$ cat config.mk
export PLATFORM = sky130hd
export DESIGN_NAME = accum_adder_tree
export DESIGN_NICKNAME = d
export VERILOG_FILES = /design/src/rtl/accum_adder_tree_pkg.sv /design/src/rtl/accum_adder_tree_level.sv /design/src/rtl/accum_adder_tree.sv
export SDC_FILE = /design/constraint.sdc
export NUM_CORES = 1
export LEC_CHECK = 0
export BUFFER_PORTS_ARGS = -buffer_cell sky130_fd_sc_hd__buf_4
export CORE_ASPECT_RATIO = 0.8
export CORE_MARGIN = 3
export CORE_UTILIZATION = 35
export DETAILED_ROUTE_END_ITERATION = 8
export PLACE_DENSITY = 0.53
export SYNTH_ARGS = -nofsm -noshare
export SYNTH_HDL_FRONTEND = slang
export SYNTH_HIERARCHICAL = 1
export SYNTH_SLANG_ARGS = --single-unit
$ cat constraint.sdc
create_clock -name clk -period 16.15 [get_ports clk]
set_clock_uncertainty 0.2 [all_clocks]
set_input_delay 1.615 -clock clk [delete_from_list [all_inputs] [get_ports clk]]
set_output_delay 1.615 -clock clk [all_outputs]
set_load 0.02 [all_outputs]
$ cat src/rtl/accum_adder_tree_pkg.sv
// accum_adder_tree_pkg: shared sizing helpers and FSM state type for the accumulating adder tree.
package accum_adder_tree_pkg;

    typedef enum logic {IDLE, ACCUM} state_e;

    function automatic int clog2(input int n);
        int r = 0;
        while ((1 << r) < n) r++;
        return r;
    endfunction

    function automatic int levels(input int n);
        return clog2(n);
    endfunction

    // Each level halves the node count, rounding up for an odd leftover.
    function automatic int level_nodes(input int n, input int l);
        int c = n;
        for (int i = 0; i < l; i++) c = (c + 1) / 2;
        return c;
    endfunction

endpackage

$ cat src/rtl/accum_adder_tree_level.sv
// adder_tree_level: one registered reduction stage, pairwise sums with odd leftover passed through,
// carrying valid/first/last alongside the data.
module adder_tree_level #(
    parameter int N_IN = 2,
    parameter int W    = 32
)(
    input  logic                            clk,
    input  logic                            rst,
    input  logic [N_IN-1:0][W-1:0]          sum_i,
    input  logic                            valid_i,
    input  logic                            first_i,
    input  logic                            last_i,
    output logic [(N_IN+1)/2-1:0][W-1:0]    sum_o,
    output logic                            valid_o,
    output logic                            first_o,
    output logic                            last_o
);

    localparam int N_OUT = (N_IN + 1) / 2;

    logic [N_OUT-1:0][W-1:0] sum_d, sum_q;
    logic valid_q, first_q, last_q;

    for (genvar n = 0; n < N_OUT; n++) begin : g_node
        if (2 * n + 1 < N_IN) begin : g_add
            assign sum_d[n] = sum_i[2*n] + sum_i[2*n+1];
        end else begin : g_pass
            assign sum_d[n] = sum_i[2*n];
        end
    end

    always_ff @(posedge clk or posedge rst) begin
        if (rst) begin
            sum_q   <= '0;
            valid_q <= 1'b0;
            first_q <= 1'b0;
            last_q  <= 1'b0;
        end else begin
            sum_q   <= sum_d;
            valid_q <= valid_i;
            first_q <= first_i;
            last_q  <= last_i;
        end
    end

    assign sum_o   = sum_q;
    assign valid_o = valid_q;
    assign first_o = first_q;
    assign last_o  = last_q;

endmodule

$ cat src/rtl/accum_adder_tree.sv
// accum_adder_tree: pipelined INPUT_NUM-way adder tree feeding a first/last framed group accumulator.
// Define ACCUM_ADDER_TREE_SAT_EN for a saturating (sticky within group) accumulator instead of wrap.
module accum_adder_tree
    import accum_adder_tree_pkg::*;
#(
    parameter int INPUT_NUM = 9,
    parameter int IN_WIDTH  = 32,
    parameter int OUT_WIDTH = 48,
    parameter int SIGNED    = 1
)(
    input  logic                                clk,
    input  logic                                rst,
    input  logic [INPUT_NUM-1:0][IN_WIDTH-1:0]  din,
    input  logic                                mul_valid,
    input  logic                                in_first,
    input  logic                                in_last,
    output logic [OUT_WIDTH-1:0]                dout,
    output logic                                dout_valid,
    output logic                                grp_err
);

    localparam int LEVELS = levels(INPUT_NUM);

    logic [INPUT_NUM-1:0][OUT_WIDTH-1:0] ext;
    logic [OUT_WIDTH-1:0] t_sum;
    logic t_valid, t_first, t_last;

    always_comb begin
        for (int i = 0; i < INPUT_NUM; i++)
            ext[i] = SIGNED != 0 ? OUT_WIDTH'($signed(din[i])) : OUT_WIDTH'(din[i]);
    end

    for (genvar l = 0; l < LEVELS; l++) begin : g_lvl
        localparam int NI = level_nodes(INPUT_NUM, l);
        localparam int NO = level_nodes(INPUT_NUM, l + 1);
        logic [NI-1:0][OUT_WIDTH-1:0] s_in;
        logic [NO-1:0][OUT_WIDTH-1:0] s_out;
        logic v_in, f_in, l_in, v_out, f_out, l_out;
        if (l == 0) begin : g_src
            assign s_in = ext;
            assign v_in = mul_valid;
            assign f_in = in_first;
            assign l_in = in_last;
        end else begin : g_src
            assign s_in = g_lvl[l-1].s_out;
            assign v_in = g_lvl[l-1].v_out;
            assign f_in = g_lvl[l-1].f_out;
            assign l_in = g_lvl[l-1].l_out;
        end
        adder_tree_level #(.N_IN(NI), .W(OUT_WIDTH)) u_level (
            .clk(clk), .rst(rst), .sum_i(s_in), .valid_i(v_in), .first_i(f_in), .last_i(l_in),
            .sum_o(s_out), .valid_o(v_out), .first_o(f_out), .last_o(l_out)
        );
    end

    if (LEVELS == 0) begin : g_flat
        assign t_sum   = ext[0];
        assign t_valid = mul_valid;
        assign t_first = in_first;
        assign t_last  = in_last;
    end else begin : g_tail
        assign t_sum   = g_lvl[LEVELS-1].s_out[0];
        assign t_valid = g_lvl[LEVELS-1].v_out;
        assign t_first = g_lvl[LEVELS-1].f_out;
        assign t_last  = g_lvl[LEVELS-1].l_out;
    end

    state_e state_q;
    logic [OUT_WIDTH-1:0] acc_q, acc_d, acc_sum, dout_q;
    logic dout_valid_q, grp_err_q, start;

    // A beat in IDLE opens a group even without t_first.
    assign start = state_q == IDLE || t_first;
    assign acc_d = start ? t_sum : acc_sum;

`ifdef ACCUM_ADDER_TREE_SAT_EN
    logic sat_q, carry, ovf;
    logic [OUT_WIDTH-1:0] raw;
    assign {carry, raw} = {1'b0, acc_q} + {1'b0, t_sum};
    assign ovf = SIGNED != 0 ? (acc_q[OUT_WIDTH-1] == t_sum[OUT_WIDTH-1]) && (raw[OUT_WIDTH-1] != acc_q[OUT_WIDTH-1])
                             : carry;
    assign acc_sum = sat_q ? acc_q :
                     !ovf ? raw :
                     SIGNED == 0 ? '1 :
                     acc_q[OUT_WIDTH-1] ? {1'b1, {(OUT_WIDTH-1){1'b0}}} : {1'b0, {(OUT_WIDTH-1){1'b1}}};
    always_ff @(posedge clk or posedge rst) begin
        if (rst) sat_q <= 1'b0;
        else if (t_valid) sat_q <= !start && (sat_q || ovf);
    end
`else
    assign acc_sum = acc_q + t_sum;
`endif

    always_ff @(posedge clk or posedge rst) begin
        if (rst) begin
            state_q      <= IDLE;
            acc_q        <= '0;
            dout_q       <= '0;
            dout_valid_q <= 1'b0;
            grp_err_q    <= 1'b0;
        end else begin
            dout_valid_q <= t_valid && t_last;
            grp_err_q    <= t_valid && t_first && state_q == ACCUM;
            if (t_valid) begin
                acc_q   <= acc_d;
                state_q <= t_last ? IDLE : ACCUM;
                if (t_last) dout_q <= acc_d;
            end
        end
    end

    assign dout       = dout_q;
    assign dout_valid = dout_valid_q;
    assign grp_err    = grp_err_q;

endmodule

==> out/results.ini, run 1 <==
[run_status]
status = finished, final reports clean

[setup_path]
startpoint_type = input pin
critPathMaxFanout = 4
ff2ff_path_depth = 9
path_buf_inv = 1
setup.worst_path.end_class = flip-flop
path_class = in2reg
crit_cells = 12
crit_path_top_delay_cell = a221oi_2
cp_cell_sequence = buf_4 -> ha_1 -> fa_1 -> a211oi_1 -> o21ai_1 -> a31oi_1 -> o31a_1 -> o31ai_1 -> a221oi_2 -> o31ai_1 -> a311oi_1 -> xnor2_1
cpMostUsedCell = o31ai_1
path_delay_family = compound AO/OA/AOI/OAI gates
critPathRequiredTime_ns = 16.49
max_stage_delay_ns = 0.52
crit_arrival_ns = 5.12

[floorplanning]
start_util_pct = 35.3
boundaryPins = 343
num_rows = 113
die_y_um = 316
core_um2 = 119000
die_area_um2 = 124000
die_x_um = 393

[sta]
grt_setup_unrepaired = no
min_period_over_period_pct = 29.6
min_period_ns = 4.78
setup_tns_ns = 0
slew_headroom_pct = 33.3
finalSetupViolCount = 0
finalHoldViolCount = 0
fmax_mhz = 209
tightest_slew_ns = 0.997
slew_viol_final = 0
whs_ns = 0.134

[clock_tree]
clock_latency_ns = 0.63
path_clk_slew_ns = 0.06
clock-root-buffer = clkbuf_16
cts_buffer_depth = 3
numCtsBuffers = 72
post_cts_resized = 0
h-tree-depth = 3
cts_tree = done
cts_setup_buffers = 0
hold_buffers = 0
clkSinkCount = 639

[grt]
grt_pass1_vias = 33403
antenna_found_initial = 6
track_usage_pct = 18.9
grt_max_degree = 120
grt_pass1_wl_mm = 189
grt-ovfl-total = 0

[placed_design]
globalplace.congestion = 0.880
post-place-cells = 6253
place.detailed.hpwl_mm = 96.0
portBuffers = 342

[power]
p_leak_uw = 0.0220
p_per_area_nw_per_um2 = 192
peakVddDrop_uv = 77.3

[yosys]
ys.flop_type = dfrtp_1
synth_edf_count = 0
netlist.area_leader.share_pct = 38.1
netlist_top_cells_area = dfrtp_1 (38%), ha_1 (13%), a21oi_1 (5.8%)
ys_ff_latch = 639
synth.distinct_cells = 123
syn_area_per_cell_um2 = 9.41
syn_area_um2 = 42000
synth_nets = 5188
ys.warnings.count = 6
synthArstFlopShare_pct = 100
syn_inst = 4463
synth_top_cell_by_area = dfrtp_1
ys_seq_area_share_pct = 38.1

[layout]
nets = 5442
drive_gt1_share_pct = 12.2
nFillCells = 11750
syn_to_final_growth_pct = 15.3
instances_no_fill = 6387

[worst_hold_path]
holdCritPathClass = reg2reg
hold_path_depth = 0

[detailed_routing]
drt_iter0_drc = 2659
drt_pass1_iterations = 6
ant_nets = 0
wl_per_cell_um = 18.8
num_vias = 34118
drc = 0
viasPerCell = 5.34
wl_mm = 120

[job]
cap_violations = 0

worst register-to-register path, cell delays in order, from the launching register on:
cell	delay, ns
dfrtp_1	0.41
ha_1	0.51
nand4_1	0.17
or2_2	0.34
nor4_1	0.53
o311ai_2	0.32
a21oi_2	0.33
o32ai_2	0.19
and4_1	0.25
or3_1	0.34
state kept, by name, indices dropped and copies added (netlist names):
register and cells:
acc_q 48, dout_valid 1, g_lvl.u_level/sum_o 528, g_lvl.u_level/last_o 4
g_lvl.u_level/valid_o 4, state_q 1, g_lvl.u_level/first_o 4, grp_err 1
dout 48
final cells by class:
| cell class | instances | area, µm² | share of cell area [%] |
|---|---|---|---|
| diodes | 1 | 2.50 | 0.00517 |
| inverters | 116 | 453 | 0.935 |
| clock buffers | 96 | 2030 | 4.20 |
| repair buffers | 352 | 2640 | 5.46 |
| flip-flops and latches | 639 | 16000 | 33.0 |
| clock inverters | 37 | 433 | 0.894 |
| multi-input cells | 3536 | 24900 | 51.3 |
| well taps | 1610 | 2010 | 4.16 |
power by group:
part | switching (µW) | internal [µW] | total, µW
Clock | 697 | 996 | 1690
Combinational | 3100 | 2070 | 5180
Sequential | 306 | 2140 | 2440
stage by stage:
step	util (%)	setup slack (ns)	total power, µW	instance area [µm²]
after CTS	40.7	11.46	9360	48400
after global placement	38.7	10.89	7600	46000
after global routing	40.7	11.20	10100	48400
after detailed placement	38.7	10.82	7610	46000
after floorplan	-	7.66	6220	42000
final	40.7	11.37	9310	48400
final timing paths:
kind | startpoint | endpoint | slack (ns)
worst max-delay path | din[128] | g_lvl[0].u_level/sum_o[136]$_DFF_PP0_ | 11.37
worst min-delay path | g_lvl[0].u_level/valid_o$_DFF_PP0_ | g_lvl[1].u_level/valid_o$_DFF_PP0_ | 0.13
worst max register to register | g_lvl[3].u_level/sum_o[22]$_DFF_PP0_ | acc_q[40]$_DFFE_PP0P_ | 12.47
worst min register to register | g_lvl[0].u_level/valid_o$_DFF_PP0_ | g_lvl[1].u_level/valid_o$_DFF_PP0_ | 0.13
max in group asynchronous | rst | g_lvl[0].u_level/sum_o[139]$_DFF_PP0_ | 13.31
min in group asynchronous | rst | g_lvl[2].u_level/sum_o[52]$_DFF_PP0_ | 0.84
metal layers:
metal / share of wire (%) / global-route usage [%]
met1: 50 / 28.2
met2: 43 / 28.5
met3: 5.0 / 2.79
met4: 2.1 / 4.78
met5: 0 / 0
cell usage after synthesis, types with 57 or more instances:
| cell | n |
|---|---|
| a21o_1 | 237 |
| a21oi_1 | 485 |
| clkbuf_1 | 132 |
| dfrtp_1 | 639 |
| ha_1 | 423 |
| inv_1 | 116 |
| nand2_1 | 362 |
| nand3_1 | 76 |
| nand4_1 | 98 |
| nor2_1 | 299 |
| nor3_1 | 57 |
| o21ai_0 | 219 |
| o21ai_1 | 76 |
| o21bai_1 | 92 |
| xnor2_1 | 238 |
| xor2_1 | 152 |
cells in the final DEF, fill, tap and decap left out, types with 30 or more instances in the layout:
| master | netlist | final |
|---|---|---|
| dfrtp_1 | 639 | 638 |
| a21oi_1 | 485 | 485 |
| ha_1 | 423 | 423 |
| nand2_1 | 362 | 361 |
| buf_4 | 0 | 352 |
| nor2_1 | 299 | 299 |
| xnor2_1 | 238 | 238 |
| a21o_1 | 237 | 237 |
| o21ai_0 | 219 | 219 |
| xor2_1 | 152 | 152 |
| inv_1 | 116 | 111 |
| nand4_1 | 98 | 98 |
| o21bai_1 | 92 | 92 |
| o21ai_1 | 76 | 76 |
| nand3_1 | 76 | 76 |
| clkbuf_16 | 0 | 74 |
| nor3_1 | 57 | 57 |
| a31oi_1 | 54 | 54 |
| nor2b_1 | 45 | 44 |
| a211oi_1 | 41 | 41 |
| o21a_1 | 39 | 39 |
| and3_1 | 36 | 36 |
| or3_1 | 30 | 30 |
| nand2b_1 | 31 | 30 |
cell families (layout without fill, tap and decap cells):
logic type	Yosys count	in the layout	share of synthesized area, %
adder cells (fa/ha/maj)	432	432	13.0
XOR/XNOR	390	390	8.13
multiplexers	23	23	0.566
AND/OR/NAND/NOR	1148	1148	13.2
AO/OA/AOI/OAI	1543	1543	24.2
flip-flops	639	639	38.1
other	0	1	0
buffers and inverters	288	601	2.76
(Power assumes the default switching activity.)
==> run 2: changes to the inputs <==
ABC_AREA = 1   (was default)
PLACE_DENSITY = 0.55   (was 0.53)
clock period = 4.35 ns   (was 16.15 ns; I/O delays follow)
==> run 2 against run 1 <==
Cell count rose by 85%; first-iteration DRC count increased by 46%; sequential power increased to 3.8 times the previous value; sequential share of layout area shrank 8.6 points; power grew to 4.2 times the previous value; routed wire length increased by 63%; non-clock buffer count grew 183; combinational power rose to 4.6 times the previous value; register-to-register slack lost 11 ns; synthesized cell count grew 100%; clock power grew to 3.9 times the previous value; via count increased by 59%; critical endpoint is now dout[40]$_DFFE_PP0P_.
==> out/results.ini, run 2 <==
[run_status]
status = finished, final reports clean

[sta]
fmax_mhz = 370
tightest_slew_ns = 1.16
finalSetupViolCount = 0
min_period_ns = 2.71
setup_tns_ns = 0
slew_headroom_pct = 22.4
fin_ws_ns = 1.64
grt_setup_unrepaired = no
finalHoldViolCount = 0
min_period_over_period_pct = 62.2
slew_viol_final = 0

[grt]
track_usage_pct = 23.4
grt_max_degree = 99
antenna_found_initial = 6
grt_pass1_wl_mm = 298
grt-ovfl-total = 0
grt_pass1_vias = 51627

[yosys]
syn_area_um2 = 56000
ys_seq_area_share_pct = 28.5
synth_edf_count = 0
synthArstFlopShare_pct = 100
ys_ff_latch = 639
syn_area_per_cell_um2 = 6.17
syn_inst = 9086
synth.distinct_cells = 42
yosysMostFrequentCell = nand2_1
ys.warnings.count = 6
synth_nets = 9811
ys.flop_type = dfrtp_1
netlist.area_leader.share_pct = 28.5
netlist_top_cells_area = dfrtp_1 (29%), nand2_1 (25%), inv_1 (13%)
synthTopCellsByCount = nand2_1 (3,742), inv_1 (1,920), dfrtp_1 (639)
synth_top_cell_by_area = dfrtp_1

[clock_tree]
clkSinkCount = 639
clock-root-buffer = clkbuf_16
numCtsBuffers = 73
cts_tree = done
path_clk_slew_ns = 0.06
cts_buffer_depth = 3
h-tree-depth = 3
clock_latency_ns = 0.68

[power]
peakVddDrop_uv = 334
p_per_area_nw_per_um2 = 600
p_leak_uw = 0.0381
switchingPower_uw = 20100
total_power_uw = 39400
internal-power_uw = 19300
seqPwrFrac_pct = 23.5
p_comb_share_pct = 60.0
pwr-share-clk_pct = 16.5
swShare_pct = 51.0

[detailed_routing]
wl_mm = 195
ant_nets = 0
viasPerCell = 4.58
num_vias = 54173
drt_iter0_drc = 3880
drc = 0
drt_pass1_iterations = 6
wl_per_cell_um = 16.5

[layout]
stdcell_area_um2 = 65600
drive_gt1_share_pct = 11.2
nets = 10392
syn_to_final_growth_pct = 17.0
layout_commonest_cell = nand2_1
nFillCells = 17074
layout_common_cells = nand2_1 (3,741), inv_1 (1,915), dfrtp_1 (639)
largest_reg_flops = 528
final_core_util_pct = 41.5

[setup_path]
max_stage_delay_ns = 0.39
path_delay_family = simple AND/OR/NAND/NOR gates
path_buf_inv = 2
critPathMaxFanout = 5
setup.worst_path.end_class = flip-flop
critPathRequiredTime_ns = 4.72
crit_path_top_delay_cell = fa_1
startpoint_type = flip-flop
crit_arrival_ns = 3.07
path_class = reg2reg
cp_cell_sequence = ha_1 -> inv_1 -> fa_1 -> inv_1 -> nand3_1 -> nand3_1 -> nand2_1 -> nand2_1 -> nand2_1 -> nand3_2 -> nand2_1 -> nand3_1 -> nand3_1 -> nand3_1 -> nand2_1

[floorplanning]
die_x_um = 453
boundaryPins = 343
core_um2 = 158000
die_y_um = 364
num_rows = 130
start_util_pct = 35.5
die_area_um2 = 165000

[worst_hold_path]
holdCritPathClass = in2reg

[placed_design]
portBuffers = 342
pre_cts_ws_ns = 1.64
place.detailed.hpwl_mm = 167
globalplace.congestion = 0.987
placed_cell_area_um2 = 61300

[job]
cap_violations = 0

[run 2: timing repair]
action | 4_1_cts | 5_1_grt
hold endpoints to repair | 329 | 0
buffers inserted | 0 | 0
resized for setup | 0 | 0
hold buffers | 171 | 0
[run 2: layout make-up]
cell class / instances / area [µm²] / share of cell area, %
Multi-Input combinational cell: 6429 / 32500 / 49.5
Sequential cell: 639 / 16000 / 24.4
Inverter: 1989 / 7480 / 11.4
Timing Repair Buffer: 535 / 4470 / 6.82
Tap cell: 2112 / 2640 / 4.03
Clock buffer: 96 / 2060 / 3.13
Clock inverter: 33 / 473 / 0.721
Antenna cell: 1 / 2.50 / 0.00382
[run 2: kinds of logic after synthesis]
logic type               synth area share [%]
AO/OA/AOI/OAI                            3.84
buffers and inverters                    13.6
flip-flops                               28.5
XOR/XNOR                                 3.39
multiplexers                           0.0179
AND/OR/NAND/NOR                          40.9
adder cells (fa/ha/maj)                  9.76
[run 2: through the flow]
stage | cells | hold WS [ns]
floorplan | 9086 | 0.131
global placement | 11533 | 0.131
detailed placement | 11533 | 0.135
CTS | 11833 | 0.0000491
global route | 11833 | 0.00894
finish | 11834 | 0.0327
[run 2: power groups by stage]
stage	Sequential [µW]	Clock (µW)	Combinational, µW
floorplan	8740	0	16100
global route	9380	6960	26500
finish	9230	6510	23600
detailed placement	9350	0	23400
global placement	9330	0	23300
CTS	9250	6730	23600
[run 2: worst paths after layout]
| check | startpoint | to | slack, ns | cells past startpoint |
|---|---|---|---|---|
| min in group asynchronous | rst | g_lvl[1].u_level/sum_o[119]$_DFF_PP0_ | 0.34 | 3 |
| hold / removal | din[250] | g_lvl[0].u_level/sum_o[170]$_DFF_PP0_ | 0.03 | 3 |
| max in group asynchronous | rst | g_lvl[0].u_level/sum_o[167]$_DFF_PP0_ | 2.49 | 4 |
| setup / recovery | acc_q[0]$_DFFE_PP0P_ | dout[40]$_DFFE_PP0P_ | 1.64 | 15 |
| setup reg to reg | acc_q[0]$_DFFE_PP0P_ | dout[40]$_DFFE_PP0P_ | 1.64 | 15 |
| hold reg to reg | g_lvl[1].u_level/sum_o[129]$_DFF_PP0_ | g_lvl[2].u_level/sum_o[81]$_DFF_PP0_ | 0.14 | 0 |
[run 2: worst register-to-register path, delay by kind of cell, from the launching register on]
family / cells / cell delay, ns
flip-flops: 1 / 0.35
buffers and inverters: 2 / 0.19
adder cells (fa/ha/maj): 2 / 0.63
AND/OR/NAND/NOR: 11 / 1.23
[run 2: metal layers]
metal | up-vias | GRT usage [%] | share of wire [%]
li1 | 28294 | - | -
met5 | - | 0 | 0
met4 | 0 | 5.56 | 2.5
met1 | 24394 | 33.2 | 48
met3 | 210 | 2.40 | 4.6
met2 | 1275 | 38.0 | 44
